**config.mk**
```make
export PLATFORM = sky130hd
export DESIGN_NAME = regfile_write_arbiter_flat
export DESIGN_NICKNAME = d
export VERILOG_FILES = /design/src/rtl/regfile_write_arbiter_if.sv /design/src/rtl/regfile_write_arbiter.sv /design/src/flat_wrapper.sv
export SDC_FILE = /design/constraint.sdc
export NUM_CORES = 1
export LEC_CHECK = 0
export ABC_AREA = 1
export CAP_MARGIN = 25
export CORE_MARGIN = 1
export CORE_UTILIZATION = 48
export CTS_BUF_LIST = sky130_fd_sc_hd__clkbuf_16
export CTS_CLUSTER_DIAMETER = 40
export DETAILED_ROUTE_END_ITERATION = 10
export HOLD_SLACK_MARGIN = 0.03
export PLACE_DENSITY_LB_ADDON = 0.15
export SLEW_MARGIN = 25
export SYNTH_ARGS = -nofsm -noshare
export SYNTH_HDL_FRONTEND = slang
export SYNTH_SLANG_ARGS = --single-unit
```
**constraint.sdc**
```tcl
create_clock -name clk -period 5.7 [get_ports clk]
set_input_delay 1.14 -clock clk [delete_from_list [all_inputs] [get_ports clk]]
set_output_delay 1.14 -clock clk [all_outputs]
set_load 0.02 [all_outputs]
```
**src/rtl/regfile_write_arbiter_if.sv**
```systemverilog
// Handshake bundle between writeback requesters and the register-file write arbiter,
// including the registered write port that feeds the register file.
interface regfile_write_arbiter_if #(
  parameter int NREQ = 3,
  parameter int DW   = 8,
  parameter int RW   = 2
) ();
  localparam int IW = $clog2(NREQ);

  logic [NREQ-1:0]    req_valid;
  logic [NREQ-1:0]    req_lock;
  logic [NREQ*RW-1:0] req_reg;
  logic [NREQ*DW-1:0] req_data;
  logic [NREQ-1:0]    req_ready;
  logic               write_en;
  logic [RW-1:0]      write_reg;
  logic [DW-1:0]      write_value;
  logic [IW-1:0]      grant_id;

  modport master (
    output req_valid, req_lock, req_reg, req_data,
    input  req_ready, write_en, write_reg, write_value, grant_id
  );

  modport slave (
    input  req_valid, req_lock, req_reg, req_data,
    output req_ready, write_en, write_reg, write_value, grant_id
  );
endinterface

```
**src/rtl/regfile_write_arbiter.sv**
```systemverilog
// Round-robin arbiter for the single register-file write port, with a bounded
// lock so one source can stream a short burst; the write port is fully registered.
module regfile_write_arbiter #(
  parameter int NREQ     = 3,
  parameter int DW       = 8,
  parameter int RW       = 2,
  parameter int MAX_LOCK = 4
) (
  input logic                    clk,
  input logic                    reset,
  regfile_write_arbiter_if.slave bus
);
  localparam int IW = $clog2(NREQ);
  localparam int CW = (MAX_LOCK > 1) ? $clog2(MAX_LOCK) : 1;

  logic [IW-1:0]   ptr_q, ptr_d;
  logic            lock_vld_q, lock_vld_d;
  logic [IW-1:0]   lock_id_q, lock_id_d;
  logic [CW-1:0]   lock_cnt_q, lock_cnt_d;
  logic            write_en_q, write_en_d;
  logic [RW-1:0]   write_reg_q, write_reg_d;
  logic [DW-1:0]   write_value_q, write_value_d;
  logic [IW-1:0]   grant_id_q, grant_id_d;

  logic            gnt_vld_s;
  logic [IW-1:0]   gnt_id_s;
  logic [IW-1:0]   cand_s;
  logic [NREQ-1:0] ready_s;
  logic            same_owner_s;
  logic            keep_lock_s;
  int              burst_s;

  // Grant selection: lock holder first, otherwise first valid requester from ptr.
  always_comb begin
    gnt_vld_s = 1'b0;
    gnt_id_s  = '0;
    cand_s    = '0;
    if (lock_vld_q && bus.req_valid[lock_id_q] && (int'(lock_cnt_q) < MAX_LOCK - 32'sd1)) begin
      gnt_vld_s = 1'b1;
      gnt_id_s  = lock_id_q;
    end else begin
      // Scan farthest offset first so the nearest valid requester overwrites last.
      for (int k = NREQ - 1; k >= 0; k--) begin
        cand_s    = IW'((int'(ptr_q) + k) % NREQ);
        gnt_id_s  = bus.req_valid[cand_s] ? cand_s : gnt_id_s;
        gnt_vld_s = gnt_vld_s | bus.req_valid[cand_s];
      end
    end
  end

  // One-hot ready, forced low while reset is asserted.
  always_comb begin
    ready_s           = '0;
    ready_s[gnt_id_s] = gnt_vld_s & ~reset;
  end

  assign bus.req_ready = ready_s;

  // Next arbitration state and registered write-port values.
  always_comb begin
    ptr_d         = ptr_q;
    lock_vld_d    = 1'b0;
    lock_id_d     = lock_id_q;
    lock_cnt_d    = lock_cnt_q;
    write_en_d    = gnt_vld_s;
    write_reg_d   = write_reg_q;
    write_value_d = write_value_q;
    grant_id_d    = grant_id_q;
    same_owner_s  = lock_vld_q && (lock_id_q == gnt_id_s);
    // Position of this grant within the current locked burst (1-based).
    burst_s       = same_owner_s ? int'(lock_cnt_q) + 32'sd2 : 32'sd1;
    keep_lock_s   = gnt_vld_s && bus.req_lock[gnt_id_s] && (burst_s < MAX_LOCK);

    if (keep_lock_s) begin
      lock_vld_d = 1'b1;
      lock_id_d  = gnt_id_s;
      lock_cnt_d = same_owner_s ? (lock_cnt_q + CW'(1)) : '0;
    end else if (gnt_vld_s) begin
      lock_cnt_d = '0;
      ptr_d      = (gnt_id_s == IW'(NREQ - 1)) ? '0 : (gnt_id_s + IW'(1));
    end else begin
      lock_vld_d = 1'b0;
    end

    if (gnt_vld_s) begin
      write_reg_d   = bus.req_reg[gnt_id_s * RW +: RW];
      write_value_d = bus.req_data[gnt_id_s * DW +: DW];
      grant_id_d    = gnt_id_s;
    end else begin
      grant_id_d    = grant_id_q;
    end
  end

  // State and output registers.
  always_ff @(posedge clk or posedge reset) begin
    if (reset) begin
      ptr_q         <= '0;
      lock_vld_q    <= 1'b0;
      lock_id_q     <= '0;
      lock_cnt_q    <= '0;
      write_en_q    <= 1'b0;
      write_reg_q   <= '0;
      write_value_q <= '0;
      grant_id_q    <= '0;
    end else begin
      ptr_q         <= ptr_d;
      lock_vld_q    <= lock_vld_d;
      lock_id_q     <= lock_id_d;
      lock_cnt_q    <= lock_cnt_d;
      write_en_q    <= write_en_d;
      write_reg_q   <= write_reg_d;
      write_value_q <= write_value_d;
      grant_id_q    <= grant_id_d;
    end
  end

  assign bus.write_en    = write_en_q;
  assign bus.write_reg   = write_reg_q;
  assign bus.write_value = write_value_q;
  assign bus.grant_id    = grant_id_q;
endmodule
```
**src/flat_wrapper.sv**
```systemverilog
// flat-port wrapper written by rule: the top's interface ports become plain ports
module regfile_write_arbiter_flat 
#(
  parameter int NREQ     = 3,
  parameter int DW       = 8,
  parameter int RW       = 2,
  parameter int MAX_LOCK = 4
)
  (clk, reset, bus_req_valid, bus_req_lock, bus_req_reg, bus_req_data, bus_req_ready, bus_write_en, bus_write_reg, bus_write_value, bus_grant_id);
  regfile_write_arbiter_if #(.NREQ(NREQ), .DW(DW), .RW(RW)) bus_i ();
  input logic clk;
  input logic reset;
  input wire logic [$bits(bus_i.req_valid)-1:0] bus_req_valid;
  input wire logic [$bits(bus_i.req_lock)-1:0] bus_req_lock;
  input wire logic [$bits(bus_i.req_reg)-1:0] bus_req_reg;
  input wire logic [$bits(bus_i.req_data)-1:0] bus_req_data;
  output wire logic [$bits(bus_i.req_ready)-1:0] bus_req_ready;
  output wire logic [$bits(bus_i.write_en)-1:0] bus_write_en;
  output wire logic [$bits(bus_i.write_reg)-1:0] bus_write_reg;
  output wire logic [$bits(bus_i.write_value)-1:0] bus_write_value;
  output wire logic [$bits(bus_i.grant_id)-1:0] bus_grant_id;
  assign bus_i.req_valid = bus_req_valid;
  assign bus_i.req_lock = bus_req_lock;
  assign bus_i.req_reg = bus_req_reg;
  assign bus_i.req_data = bus_req_data;
  assign bus_req_ready = bus_i.req_ready;
  assign bus_write_en = bus_i.write_en;
  assign bus_write_reg = bus_i.write_reg;
  assign bus_write_value = bus_i.write_value;
  assign bus_grant_id = bus_i.grant_id;
  regfile_write_arbiter #(.NREQ(NREQ), .DW(DW), .RW(RW), .MAX_LOCK(MAX_LOCK)) u_core (.clk(clk), .reset(reset), .bus(bus_i));
endmodule
```
**Yosys cells after proc, flatten, opt, wreduce, memory -nomap -nowiden**

Index checks and enable logic that the tools add are counted.

- Logic and storage cells: 65
- Output and inout port bits: 16
- Input bits: 38
- Register bits: 20

- Bitwise gates (word level): 6
- Mux-type cells: 23
- Reductions and logical operators: 8
- $add $sub $neg: 5
- Equality and inequality tests: 2
- Shifts and indexed selects: 2
- Divide/modulo/power cells: 3
- Magnitude comparators: 8

Operators by type and width:

| operator | count |
|---|---|
| 32-bit by 3-bit remainder unit with 32-bit output (second input constant) | 2 |
| 32-bit by 4-bit less-than comparator with 1-bit output (second input constant) | 1 |
| 3-bit by 3-bit remainder unit with 32-bit output (second input constant) | 1 |
| 32-bit two-way mux | 1 |
| 24-bit by 6-bit indexed part select with 8-bit output | 1 |
| 2-bit two-way mux | 8 |
| 2-bit by 3-bit less-than comparator with 1-bit output (second input constant) | 5 |
| 1-bit binary-select mux with 2-bit select | 5 |
| 1-bit two-way mux | 8 |
| 2-bit by 2-bit adder with 3-bit output (second input constant) | 2 |
| 1-bit logical AND | 6 |
| 6-bit by 4-bit indexed part select with 2-bit output | 1 |
| 2-bit by 1-bit adder with 2-bit output (second input constant) | 2 |
| 2-bit by 1-bit adder with 3-bit output (second input constant) | 1 |
| 3-bit bitwise AND | 1 |
| 1-bit demux with 2-bit select | 1 |
| 2-bit equality test | 1 |
| 2-bit equality test (second input constant) | 1 |
| 2-bit by 1-bit >= comparator with 1-bit output (second input constant) | 1 |
| 2-bit less-than comparator (second input constant) | 1 |
| 1-bit NOT | 2 |
| 1-bit OR | 2 |
| 2-bit AND reduction | 1 |
| 2-bit nonzero test | 1 |
| 1-bit bitwise AND | 1 |

**Longest topological paths before layout**

- Depth after elaboration: 15
- Gate-level depth with buffers: 18
- Gate-level depth less buffers: 18

**Worst setup path before layout**

No wires, ideal clock.

- Kind: in2out
- Start point: input bus_req_valid[0]
- End point: output bus_req_ready[1]
- Buffers on the path: 1
- Data required time: 4.560 ns
- Path slack: 2.293 ns
- Data arrival time: 2.267 ns
- Cell stages on the path: 12
- Path through: inv_1 -> nand2_2 -> nand3_4 -> nand2_2 -> nand2_1 -> nand2_2 -> inv_2 -> nand2_4 -> nand2_4 -> buf_6 -> inv_1 -> nor2_1

- Longest elaborated chain between the ends: 11
- Elaborated cells between the ends (all ways): 24
- Those cells by class: order compare (2); mux (15); bitwise (4); reduce/logical (3)

RTL lines:

| what | line | source |
|---|---|---|
| start, declared | flat_wrapper.sv:13 | `input wire logic [$bits(bus_i.req_valid)-1:0] bus_req_valid;` |
| 1-bit binary-select mux with 2-bit select | regfile_write_arbiter.sv:45, regfile_write_arbiter.sv:46 |  |
| 1-bit two-way mux (not written as such) | regfile_write_arbiter.sv:45, regfile_write_arbiter.sv:46 |  |
| 2-bit two-way mux (3 in series) | regfile_write_arbiter.sv:45 | `gnt_id_s = bus.req_valid[cand_s] ? cand_s : gnt_id_s;` |
| 2-bit two-way mux | regfile_write_arbiter.sv:38 | `if (lock_vld_q && bus.req_valid[lock_id_q] && (int'(lock_cnt_q) < MAX_LOCK - 32'sd1)) begin` |
| 2-bit by 3-bit less-than comparator with 1-bit output (not written as such) / 2-bit by 1-bit >= comparator with 1-bit output (equally long branches) | regfile_write_arbiter.sv:54 | `ready_s[gnt_id_s] = gnt_vld_s & ~reset;` |
| 1-bit logical AND (not written as such) | regfile_write_arbiter.sv:54 |  |
| 1-bit two-way mux (not written as such) | regfile_write_arbiter.sv:54 |  |
| 1-bit demux with 2-bit select | - |  |
| 3-bit bitwise AND (no source line) (*) | - |  |
| end, declared | flat_wrapper.sv:17 | `output wire logic [$bits(bus_i.req_ready)-1:0] bus_req_ready;` |

Every way passes the cells marked *; elsewhere a longest branch is shown, timed or not. The select of a mux whose other input is x is not followed.

**Final worst setup path**

- Start point: input bus_req_valid[1]
- End point: output bus_req_ready[0]

Same word-level chain as after synthesis.

==> impl_metrics.csv <==
group,metric,value,unit
status,status,"completed",
clocking,cts-root-buf,"clkbuf_16",
worst_setup_path,cp-end-kind,"output port",
synth,postSynthAreaPerCell,7.41,um^2
synth,synth-seq-cells,20,
placed_design,gp_congestion,0.904,
grt,grt_max_degree,27,
route,met2_length,1640,um
synth,synthCells,197,
pwr,pwr-share-comb,68.2,%
clocking,tritoncts,"done",
timing,clock_skew,0.00568,ns
floorplan,dieHeight,57.2,um
pwr,p_leak,1.04,nW
worst_setup_path,r2r_end,"u_core.lock_id_q[1]$_DFFE_PP0P_",
worst_setup_path,cpMaxStageDelayCell,"clkdlybuf4s50_1",
synth,syn_nets,238,
floorplan,coreArea,2830,um^2
layout,final_cells,282,
route,drt_iter0_drc,36,
pwr,p_int,0.726,mW
timing,finalSetupViolCount,0,
clocking,path_clk_slew,0.06,ns
layout,largest_reg_flops,8,
timing,tightest_slew,0.301,ns
route,wire_per_inst,11.9,um
clocking,numCtsBuffers,3,
timing,max_slew_margin,79.9,%
route,ant_nets,0,
pwr,power.share.clock,13.8,%
layout,area_growth,44.5,%
clocking,clock_sinks,20,
worst_setup_path,r2r_slack,3.41,ns
layout,fin_nets,293,
worst_setup_path,cp_max_fo,26,
grt,track_usage,22.7,%
clocking,insertion_delay,0.26,ns
timing,rsz0062_at_grt,"false",
worst_setup_path,r2r-start,"u_core.ptr_q[0]$_DFFE_PP0P_",
min_path,hp-class,"reg -> reg",
min_path,min_from,"u_core.bus.grant_id[1]$_DFFE_PP0P_",
worst_setup_path,critical-path-top-delay-family,"buffers and inverters",
floorplan,io_pins,54,
timing,report.final.hold_viol_count,0,
route,routed.top_layer,"met4",
worst_setup_path,cp_num_buf_inv,3,
timing,fin_tns_setup,0,ns
clocking,ctsHoldBuffers,0,
synth,ys_warn_count,0,
clocking,cts_max_level,1,
route,avgViaCountPerCell,5.17,
worst_setup_path,path_class,"in -> out",
clocking,cts_setup_buffers,0,
route,wl,3350,um
worst_setup_path,cp_slowest_stage_delay,0.61,ns
route,vias,1457,
layout,diodes,0,
worst_setup_path,critPathLaunchType,"primary input",
min_path,holdPathEnd,"u_core.bus.grant_id[1]$_DFFE_PP0P_",
worst_setup_path,ff2ff_path_depth,15,
layout,drive_gt1_share,14.7,%
clocking,clk_path_buf_depth,2,
pwr,switching_power,0.689,mW
worst_setup_path,path_cells,"clkdlybuf4s50_1 -> nor2_1 -> nor2_2 -> nand3_4 -> nand3_2 -> buf_4 -> nand2_1 -> nor2_1 -> clkdlybuf4s50_1",
floorplan,die_area,3270,um^2
floorplan,die_w,57.2,um
route,drc_errors,0,
min_path,whs_path_depth,2,
synth,syn_area,1460,um^2
worst_setup_path,cp.arrival,3.27,ns
pwr,ir_drop,0.383,mV
clocking,cts.repair.resized,0,
timing,fin_crit_sh,77.3,%
job,max_cap_violations,0,
timing,timing.fmax,227,MHz
pwr,powerDensity,671,nW/um^2
worst_setup_path,required,4.56,ns
placed_design,post-dp-hpwl,2490,um
route,dr_wl_met3,253,um
route,wirelength_met1,1420,um
timing,drv_slew,0,
grt,grt_pass1_wl,5800,um
floorplan,start_util,51.6,%
grt,grt-ovfl-total,0,
placed_design,io_buffer_count,53,
synth,yosysSeqAreaShare,34.3,%
synth,synth.distinct_cells,27,
grt,antenna_found_initial,0,
pwr,switching_share,48.7,%
route,first_pass_iters,4,
floorplan,row_count,19,
pwr,pwr-share-seq,18.0,%
grt,grt_pass1_vias,1446,
timing,period_needed,4.41,ns
placed_design,dp_cells,278,
-- how the worst max path moves through the flow --
stage                                 from                to  slack (ns)  depth (start not counted)
after floorplan           bus_req_valid[0]  bus_req_ready[1]        2.29                         12
after global placement    bus_req_valid[1]  bus_req_ready[1]        1.34                          9
after detailed placement  bus_req_valid[1]  bus_req_ready[0]        1.30                          9
after CTS                 bus_req_valid[1]  bus_req_ready[0]        1.30                          9
after global routing      bus_req_valid[1]  bus_req_ready[0]        1.16                          9
final                     bus_req_valid[1]  bus_req_ready[0]        1.29                          9
-- logic make-up after synthesis --
family	after synthesis	synth area share, %
simple gates	117	42.7
buf+inv	35	10.5
compound gates	22	10.0
fa+ha+maj	3	2.57
flops	20	34.3
-- power by group through the flow --
stage	Sequential (mW)	Combinational [mW]	Clock, mW
after global routing	0.261	1.08	0.203
after detailed placement	0.254	0.962	0
final	0.254	0.965	0.196
after floorplan	0.306	0.687	0
after global placement	0.255	0.953	0
after CTS	0.255	0.973	0.198
-- metrics by stage --
stage	hold slack, ns	power, mW	setup WS [ns]	cell area (um^2)	util, %
after floorplan	0.466	0.993	2.29	1460	-
after global placement	0.459	1.21	1.34	2000	70.9
after detailed placement	0.468	1.22	1.30	2000	70.9
after CTS	0.487	1.43	1.30	2110	74.6
after global routing	0.498	1.54	1.16	2110	74.6
final	0.485	1.41	1.29	2110	74.6
-- final cells by class --
cell class	instances	area, um^2
Tap cell	31	38.8
Multi-Input combinational cell	142	807
Sequential cell	20	500
Fill cell	211	719
Inverter	30	113
Clock buffer	3	75.1
Timing Repair Buffer	55	546
Clock inverter	1	30.0
-- layout by cell type (no fill, tap or decap), drive strengths merged --
master and count:
o21ai 8, nand3 29, nand3b 1, a41oi 2, a22oi 5, ha 3, buf 2, dfrtp 20
clkbuf 3, bufinv 1, a21boi 1, nand2 67, inv 30, a21oi 6, nand4 4, clkdlybuf4s50 53
nor2 16
-- tightest hold or removal path: cells and delay by family, from the launching register on --
family        cells  cell delay, ns
simple gates      2            0.11
flops             1            0.35
-- Yosys cell counts, drive strengths merged --
master,instances,area (um^2)
a21boi,1,7.51
a21oi,6,33.8
nand3b,1,7.51
nand4,4,40.0
nor2,16,83.8
a22oi,5,47.5
nand2,67,307
buf,5,40.0
inv,30,113
ha,3,37.5
nand3,29,185
dfrtp,20,500
a41oi,2,17.5
o21ai,8,40.0
-- metal layers --
layer  vias up  GRT usage (%)
met2        48           40.2
met1       661           26.8
met4         0           5.57
met5         -              0
li1        742              -
met3         6           7.03
(Power assumes the default switching activity.)
